`src/rtl/demux_2bit_1x4_frame_if.sv`:
```
// Bus bundle for the 1:4 frame demultiplexer.
// Inputs (driven by the link/consumer side):
//   en        sample strobe
//   e         incoming WIDTH-bit sample
//   sof       start-of-frame, qualified by en
//   frame_ack consumer acknowledge of the presented frame
// Outputs (driven by the demultiplexer):
//   a, b, c, d   lanes 0..3 of the last completed frame
//   sel          lane pointer for the next accepted sample
//   frame_valid  completed frame presented and not yet acked
//   ovr          sticky overrun flag
//   sync_err     one-cycle pulse when sof arrived mid-frame
interface demux_2bit_1x4_frame_if #(
  parameter int unsigned WIDTH = 2
);
  logic             en;
  logic [WIDTH-1:0] e;
  logic             sof;
  logic             frame_ack;
  logic [WIDTH-1:0] a;
  logic [WIDTH-1:0] b;
  logic [WIDTH-1:0] c;
  logic [WIDTH-1:0] d;
  logic [1:0]       sel;
  logic             frame_valid;
  logic             ovr;
  logic             sync_err;

  modport master (
    output en, e, sof, frame_ack,
    input  a, b, c, d, sel, frame_valid, ovr, sync_err
  );

  modport slave (
    input  en, e, sof, frame_ack,
    output a, b, c, d, sel, frame_valid, ovr, sync_err
  );
endinterface

```
`src/rtl/demux_2bit_1x4_frame.sv`:
```
// Sequential 1:4 demultiplexer. Consecutive accepted samples are collected into
// shadow registers and the four lanes are published together on the edge that
// accepts the fourth sample, so the consumer never sees a partial frame.
// Ports:
//   clk    clock, rising edge
//   rst_n  asynchronous active-low reset
//   bus    demux_2bit_1x4_frame_if.slave (en, e, sof, frame_ack in;
//          a, b, c, d, sel, frame_valid, ovr, sync_err out)
module demux_2bit_1x4_frame #(
  parameter int unsigned      WIDTH     = 2,
  parameter logic [WIDTH-1:0] RESET_VAL = '0
) (
  input  logic                    clk,
  input  logic                    rst_n,
  demux_2bit_1x4_frame_if.slave   bus
);

  // Pointer states are encoded directly as the sel value.
  typedef enum logic [1:0] {
    Lane0 = 2'd0,
    Lane1 = 2'd1,
    Lane2 = 2'd2,
    Lane3 = 2'd3
  } lane_e;

  lane_e            state_q, state_d;
  logic [WIDTH-1:0] sh0_q, sh0_d;
  logic [WIDTH-1:0] sh1_q, sh1_d;
  logic [WIDTH-1:0] sh2_q, sh2_d;
  logic [WIDTH-1:0] a_q, a_d;
  logic [WIDTH-1:0] b_q, b_d;
  logic [WIDTH-1:0] c_q, c_d;
  logic [WIDTH-1:0] d_q, d_d;
  logic             valid_q, valid_d;
  logic             ovr_q, ovr_d;
  logic             sync_err_q, sync_err_d;
  logic             complete;

  // sof takes priority over completion: a sof while in Lane3 restarts the frame.
  assign complete = bus.en && !bus.sof && (state_q == Lane3);

  always_comb begin
    state_d    = state_q;
    sh0_d      = sh0_q;
    sh1_d      = sh1_q;
    sh2_d      = sh2_q;
    a_d        = a_q;
    b_d        = b_q;
    c_d        = c_q;
    d_d        = d_q;
    sync_err_d = 1'b0;

    if (bus.en && bus.sof) begin
      // Restart: partial frame is abandoned, this sample becomes lane 0.
      sh0_d      = bus.e;
      state_d    = Lane1;
      sync_err_d = (state_q != Lane0);
    end else if (bus.en) begin
      unique case (state_q)
        Lane0: begin
          sh0_d   = bus.e;
          state_d = Lane1;
        end
        Lane1: begin
          sh1_d   = bus.e;
          state_d = Lane2;
        end
        Lane2: begin
          sh2_d   = bus.e;
          state_d = Lane3;
        end
        Lane3: begin
          a_d     = sh0_q;
          b_d     = sh1_q;
          c_d     = sh2_q;
          d_d     = bus.e;
          state_d = Lane0;
        end
        default: state_d = Lane0;
      endcase
    end

    if (complete) begin
      valid_d = 1'b1;
    end else if (bus.frame_ack) begin
      valid_d = 1'b0;
    end else begin
      valid_d = valid_q;
    end

    // Overrun: a new frame replaces one the consumer never acknowledged.
    ovr_d = ovr_q || (complete && valid_q && !bus.frame_ack);
  end

  always_ff @(posedge clk or negedge rst_n) begin
    if (!rst_n) begin
      state_q    <= Lane0;
      sh0_q      <= '0;
      sh1_q      <= '0;
      sh2_q      <= '0;
      a_q        <= RESET_VAL;
      b_q        <= RESET_VAL;
      c_q        <= RESET_VAL;
      d_q        <= RESET_VAL;
      valid_q    <= 1'b0;
      ovr_q      <= 1'b0;
      sync_err_q <= 1'b0;
    end else begin
      state_q    <= state_d;
      sh0_q      <= sh0_d;
      sh1_q      <= sh1_d;
      sh2_q      <= sh2_d;
      a_q        <= a_d;
      b_q        <= b_d;
      c_q        <= c_d;
      d_q        <= d_d;
      valid_q    <= valid_d;
      ovr_q      <= ovr_d;
      sync_err_q <= sync_err_d;
    end
  end

  assign bus.a           = a_q;
  assign bus.b           = b_q;
  assign bus.c           = c_q;
  assign bus.d           = d_q;
  assign bus.sel         = state_q;
  assign bus.frame_valid = valid_q;
  assign bus.ovr         = ovr_q;
  assign bus.sync_err    = sync_err_q;

endmodule

```
`src/flat_wrapper.sv`:
```
// flat-port wrapper written by rule: the top's interface ports become plain ports
module demux_2bit_1x4_frame_flat 
#(
  parameter int unsigned      WIDTH     = 2,
  parameter logic [WIDTH-1:0] RESET_VAL = '0
)
  (clk, rst_n, bus_en, bus_e, bus_sof, bus_frame_ack, bus_a, bus_b, bus_c, bus_d, bus_sel, bus_frame_valid, bus_ovr, bus_sync_err);
  demux_2bit_1x4_frame_if #(.WIDTH(WIDTH)) bus_i ();
  input  logic clk;
  input  logic rst_n;
  input wire logic [$bits(bus_i.en)-1:0] bus_en;
  input wire logic [$bits(bus_i.e)-1:0] bus_e;
  input wire logic [$bits(bus_i.sof)-1:0] bus_sof;
  input wire logic [$bits(bus_i.frame_ack)-1:0] bus_frame_ack;
  output wire logic [$bits(bus_i.a)-1:0] bus_a;
  output wire logic [$bits(bus_i.b)-1:0] bus_b;
  output wire logic [$bits(bus_i.c)-1:0] bus_c;
  output wire logic [$bits(bus_i.d)-1:0] bus_d;
  output wire logic [$bits(bus_i.sel)-1:0] bus_sel;
  output wire logic [$bits(bus_i.frame_valid)-1:0] bus_frame_valid;
  output wire logic [$bits(bus_i.ovr)-1:0] bus_ovr;
  output wire logic [$bits(bus_i.sync_err)-1:0] bus_sync_err;
  assign bus_i.en = bus_en;
  assign bus_i.e = bus_e;
  assign bus_i.sof = bus_sof;
  assign bus_i.frame_ack = bus_frame_ack;
  assign bus_a = bus_i.a;
  assign bus_b = bus_i.b;
  assign bus_c = bus_i.c;
  assign bus_d = bus_i.d;
  assign bus_sel = bus_i.sel;
  assign bus_frame_valid = bus_i.frame_valid;
  assign bus_ovr = bus_i.ovr;
  assign bus_sync_err = bus_i.sync_err;
  demux_2bit_1x4_frame #(.WIDTH(WIDTH), .RESET_VAL(RESET_VAL)) u_core (.clk(clk), .rst_n(rst_n), .bus(bus_i));
endmodule
```
`config.mk`:
```
export PLATFORM = sky130hd
export DESIGN_NAME = demux_2bit_1x4_frame_flat
export DESIGN_NICKNAME = d
export VERILOG_FILES = /design/src/rtl/demux_2bit_1x4_frame_if.sv /design/src/rtl/demux_2bit_1x4_frame.sv /design/src/flat_wrapper.sv
export SDC_FILE = /design/constraint.sdc
export NUM_CORES = 1
export LEC_CHECK = 0
export CORE_ASPECT_RATIO = 1.25
export CORE_MARGIN = 5
export CORE_UTILIZATION = 30
export CTS_BUF_LIST = sky130_fd_sc_hd__clkbuf_8
export CTS_CLUSTER_DIAMETER = 80
export CTS_CLUSTER_SIZE = 24
export DETAILED_ROUTE_END_ITERATION = 10
export PLACE_DENSITY = 0.61
export SYNTH_ARGS = -nofsm -noshare
export SYNTH_HDL_FRONTEND = slang
export SYNTH_SLANG_ARGS = --single-unit
```
`constraint.sdc`:
```
create_clock -name clk -period 1.7 [get_ports clk]
set_input_delay 0.34 -clock clk [delete_from_list [all_inputs] [get_ports clk]]
set_output_delay 0.34 -clock clk [all_outputs]
set_load 0.02 [all_outputs]
```
Yosys cells after proc, flatten, opt, wreduce, memory -nomap -nowiden
Cells that the tools add are included.
Widths: inputs -> output; s select.
{ "op_classes": {"eq_ne": 3, "n_mux": 9, "n_bitwise": 1, "reduce_logical": 17} }
{ "ops": {"columns": ["cell", "count"], "rows": [
  ["$mux 2", 5],
  ["$reduce_and 3->1", 3],
  ["$pmux 2 s4", 1],
  ["$reduce_bool 2->1", 4],
  ["$logic_and 1x1->1", 5],
  ["$eq 2x2->1 const B", 2],
  ["$mux 1", 3],
  ["$eq 2x1->1 const B", 1],
  ["$logic_not 1->1", 2],
  ["$logic_not 2->1", 1],
  ["$reduce_and 2->1", 1],
  ["$logic_or 1x1->1", 1],
  ["$not 1->1", 1]
]} }
{ "totals": {"reg_bits": 19, "in_bits": 7, "output_inout_bits": 13, "word_cells": 41} }

Logic depth before layout (Yosys ltp)
{ "depth": {"depth_word": 6, "ltp_mapped": 4} }

Worst setup path after synthesis
OpenSTA, ideal clock, no wires.
{ "synth_path": {"path_kind": "register to register", "startpoint": "reg u_core.state_q[0], in the netlist u_core.bus.sel[0]", "endpoint": "reg u_core.sh0_q[0]", "setup_ns": 0.125, "arrival_time_ns": 1.371, "t_required_ns": 1.575, "setup_slack_ns": 0.205, "path_stages_with_launch": 5, "n_path_buf": 0, "synth_period_minus_slack_ns": 1.495, "cell_sequence": "dfrtp_1 > inv_1 > ha_1 > o21ai_0 > mux2_2"} }
{ "synth_via": {"elab_chain_cells": 3} }
{ "synth_rtl": {"columns": ["item", "line_no", "source"], "rows": [
  ["from (decl)", "demux_2bit_1x4_frame.sv:26", "lane_e state_q, state_d;"],
  ["from (signal assigned)", "demux_2bit_1x4_frame.sv:97", "state_q <= Lane0;"],
  ["from (signal assigned)", "demux_2bit_1x4_frame.sv:109", "state_q <= state_d;"],
  ["$logic_not 2->1", "demux_2bit_1x4_frame.sv:59", "unique case (state_q)"],
  ["$reduce_bool 2->1 (no source line)", null, null],
  ["$reduce_and 2->1 (no source line)", null, null],
  ["to (signal assigned)", "demux_2bit_1x4_frame.sv:98", "sh0_q <= '0;"],
  ["to (signal assigned)", "demux_2bit_1x4_frame.sv:110", "sh0_q <= sh0_d;"],
  ["to (decl)", "demux_2bit_1x4_frame.sv:27", "logic [WIDTH-1:0] sh0_q, sh0_d;"]
]} }
Every way passes these cells.
A chain may end at the register's enable or synchronous reset.

Worst setup path in the final report
{ "layout_path": {"startpoint": "reg u_core.state_q[0], in the netlist u_core.bus.sel[0]", "endpoint": "out bus_sel[0]"} }
{ "layout_rtl": {"columns": ["item", "line_no", "source"], "rows": [
  ["to (decl)", "flat_wrapper.sv:19", "output wire logic [$bits(bus_i.sel)-1:0] bus_sel;"]
]} }
No word-level cell between the ends.

==> impl_metrics.yaml <==
critical_path:
  worstPathCellList: "clkdlybuf4s50_1"
  path_class: "flop to primary output"
  worst_r2r_path_depth: 4
  timing.rr.end: "u_core.sh0_q[1]$_DFFE_PN0P_"
  critical_path.endpoint_type: "primary output"
  worstReg2RegStart: "u_core.bus.sel[0]$_DFFE_PN0P_"
  setup.worst_path.start_class: "flop"
  r2r_setup_slack_ns: 0.22
  data_required_critical_path_ns: 1.36
  crit_fanout: 4
  slowest_delay_ns: 0.63
  start_point_of_the_critical_path: "u_core.bus.sel[0]$_DFFE_PN0P_"
  cp_data_arrival_time_ns: 1.29
  crit_buf_inv: 1
  worst_path_max_delay_cell: "clkdlybuf4s50_1"
  path_delay_family: "buffers and inverters"
sta:
  finalCritPeriodShare_pct: 95.7
  clock_period_minus_worst_slack_ns: 1.63
  finalWorstSetupSlack_ns: 0.0736
  fmax_mhz: 615
  finalClockSkew_ns: 0.00109
  hold_viol_final: 0
  timing_worst_slew_pin_value_ns: 0.293
  tns_ns: 0
  grt_setup_unrepaired: "false"
  report.final.slew_viol_count: 0
  timing.max_slew.rel_slack_pct: 80.2
  setup_viol: 0
  fin_hold_ws_ns: 0.420
grt:
  total_routing_resource_utilization_after_global_routing_pct: 8.81
  grt.met3_usage_pct: 2.23
  first_pass_grt_wire_length_microns: 2520
  largest_net_degree_at_the_start_of_global_routing: 20
  use_met2_pct: 14.9
  global_route.peak_usage_layer: "met2"
  grt_overflow_total: 0
  number_of_antenna_violations_at_the_first_check_in_global_routing: 0
  first_global_vias: 527
  grt.met1_usage_pct: 9.78
clock_network:
  clock_tree_from_tritoncts: "yes"
  postCtsSetupRepairBufs: 0
  cts_buffer_depth: 2
  clk_root_buffer_cell: "clkbuf_8"
  cts_hold_buf: 0
  htreeDepth: 1
  clk_pin_slew_ns: 0.07
  cts_made_buffers: 3
  later_pin_clock_latency_in_the_skew_report_ns: 0.25
  clock_sink_count: 19
  cts.repair.resized: 0
routing:
  drtAntennaViolNets: 0
  drcViolationCount: 0
  routed_wl_microns: 1450
  via_count: 492
  route.detailed.vias_per_inst: 4.43
  dr.first_iter.drc_count: 7
  wl_per_cell_microns: 13.1
  detailedRoute.firstPassIterationCount: 2
cells_and_area:
  n_antenna_cell: 0
  filler_cell_count: 269
  finish.net_count: 89
  mostFrequentLayoutCell: "dfrtp_1"
  multi_input_comb_area_sq_um: 328
  layout.area.seq_sq_um: 475
  area_growth_syn_to_layout_pct: 32.9
  drive_above_1_share_pct: 27.3
  post_layout_nonfiller_instances: 111
  layout.cells.most_common_list: "dfrtp_1 (19), clkdlybuf4s50_1 (18), mux2_4 (8), mux2_2 (6), ha_1 (4)"
yosys:
  ys_types: 14
  synth_fp_nets: 65
  synth-warning-count: 0
  synth-seq-area-share_pct: 57.1
  syn_avg_cell_area_sq_um: 15.4
  netlist_instances: 54
  syn-cell-area_sq_um: 833
  synth_seq_cells: 19
floorplan:
  chipWidth_microns: 57.1
  die_area_sq_um: 3940
  start_util_pct: 31.1
  placement_rows: 21
  chipHeight_microns: 68.9
  io_pins: 20
  core-area_sq_um: 2680
place:
  io_buffers: 19
  routability_driven_placement_congestion_ratio: 0.688
  detailedPlace.worstSlack_ns: 0.0441
  post-dp-hpwl_microns: 1140
  place.detailed.instances: 107
power:
  powerDensity_nw_per_um2: 1460
  power.leakage_nw: 0.544
  power.ir.vdd_worst_mv: 0.516
flow_run:
  cap_viol_max_count: 0
outcome:
  status: "complete, no violations"
worst_hold_path:
  min_path_type: "input pin to asynchronous set/reset pin"
## per-stage QoR
stage | util (%) | area, sq um | total power [W]
global placement | 39.5 | 1060 | 0.00133
floorplan | - | 833 | 0.00105
CTS | 41.2 | 1100 | 0.00164
detailed placement | 39.5 | 1060 | 0.00134
finish | 41.3 | 1110 | 0.00161
global route | 41.3 | 1110 | 0.00172
## cell families after synthesis
| logic type | Yosys count | share of synthesized area [%] |
|---|---|---|
| mux | 14 | 22.5 |
| compound gates | 5 | 3.60 |
| flops | 19 | 57.1 |
| simple gates | 8 | 7.21 |
| buf+inv | 4 | 3.60 |
| fa+ha+maj | 4 | 6.01 |
## layer usage
layer | up-vias | share of wire (%)
met5 | - | 0
li1 | 233 | -
met2 | 12 | 51
met1 | 245 | 41
met4 | 0 | 1.7
met3 | 2 | 5.9
## final cells by class
type | instances | share of cell area, %
Sequential cell | 19 | 42.9
Multi-Input combinational cell | 31 | 29.6
Timing Repair Buffer | 21 | 18.8
Tap cell | 34 | 3.84
Clock buffer | 3 | 3.73
Inverter | 2 | 0.678
Clock inverter | 1 | 0.452
## state kept, by name (all words and copies together) (netlist names)
signal,flops
u_core.bus.a,2
u_core.bus.b,2
u_core.bus.c,2
u_core.bus.d,2
u_core.bus.frame_valid,1
u_core.bus.ovr,1
u_core.bus.sel,2
u_core.bus.sync_err,1
u_core.sh0_q,2
u_core.sh1_q,2
u_core.sh2_q,2
## synth_stat cells
master	number	area share [%]
ha_1	4	6.0
mux2_2	6	8.1
o21ai_0	3	1.8
nand2_1	2	0.90
nand3b_4	1	2.4
o31ai_1	1	0.90
nor2_1	1	0.45
mux2_4	8	14
nand2b_1	1	0.75
buf_6	2	2.7
o21bai_1	1	0.90
inv_1	2	0.90
nand3b_1	3	2.7
dfrtp_1	19	57
## report_power, final
part           switching, W  total, W  internal, W
Sequential        0.0000897  0.000698     0.000608
Combinational      0.000251  0.000617     0.000367
Clock              0.000135  0.000297     0.000162
Total              0.000475   0.00161      0.00114
## worst reg2reg max path, cell delays in order, from the launching register on
cell,delay [ns]
dfrtp_1,0.41
inv_1,0.09
ha_1,0.23
o21ai_0,0.27
mux2_2,0.37
## how the worst max path moves through the flow
stage | depth (start not counted) | endpoint | slack (ns)
after floorplan | 4 | u_core.sh0_q[0]$_DFFE_PN0P_ | 0.20
after global placement | 3 | u_core.sh0_q[0]$_DFFE_PN0P_ | 0.06
after detailed placement | 3 | u_core.sh0_q[1]$_DFFE_PN0P_ | 0.04
after CTS | 1 | bus_sel[1] | 0.04
after global routing | 1 | bus_sel[0] | 0.009
final | 1 | bus_sel[0] | 0.07
Note: power is estimated with default switching activity, not from simulation.
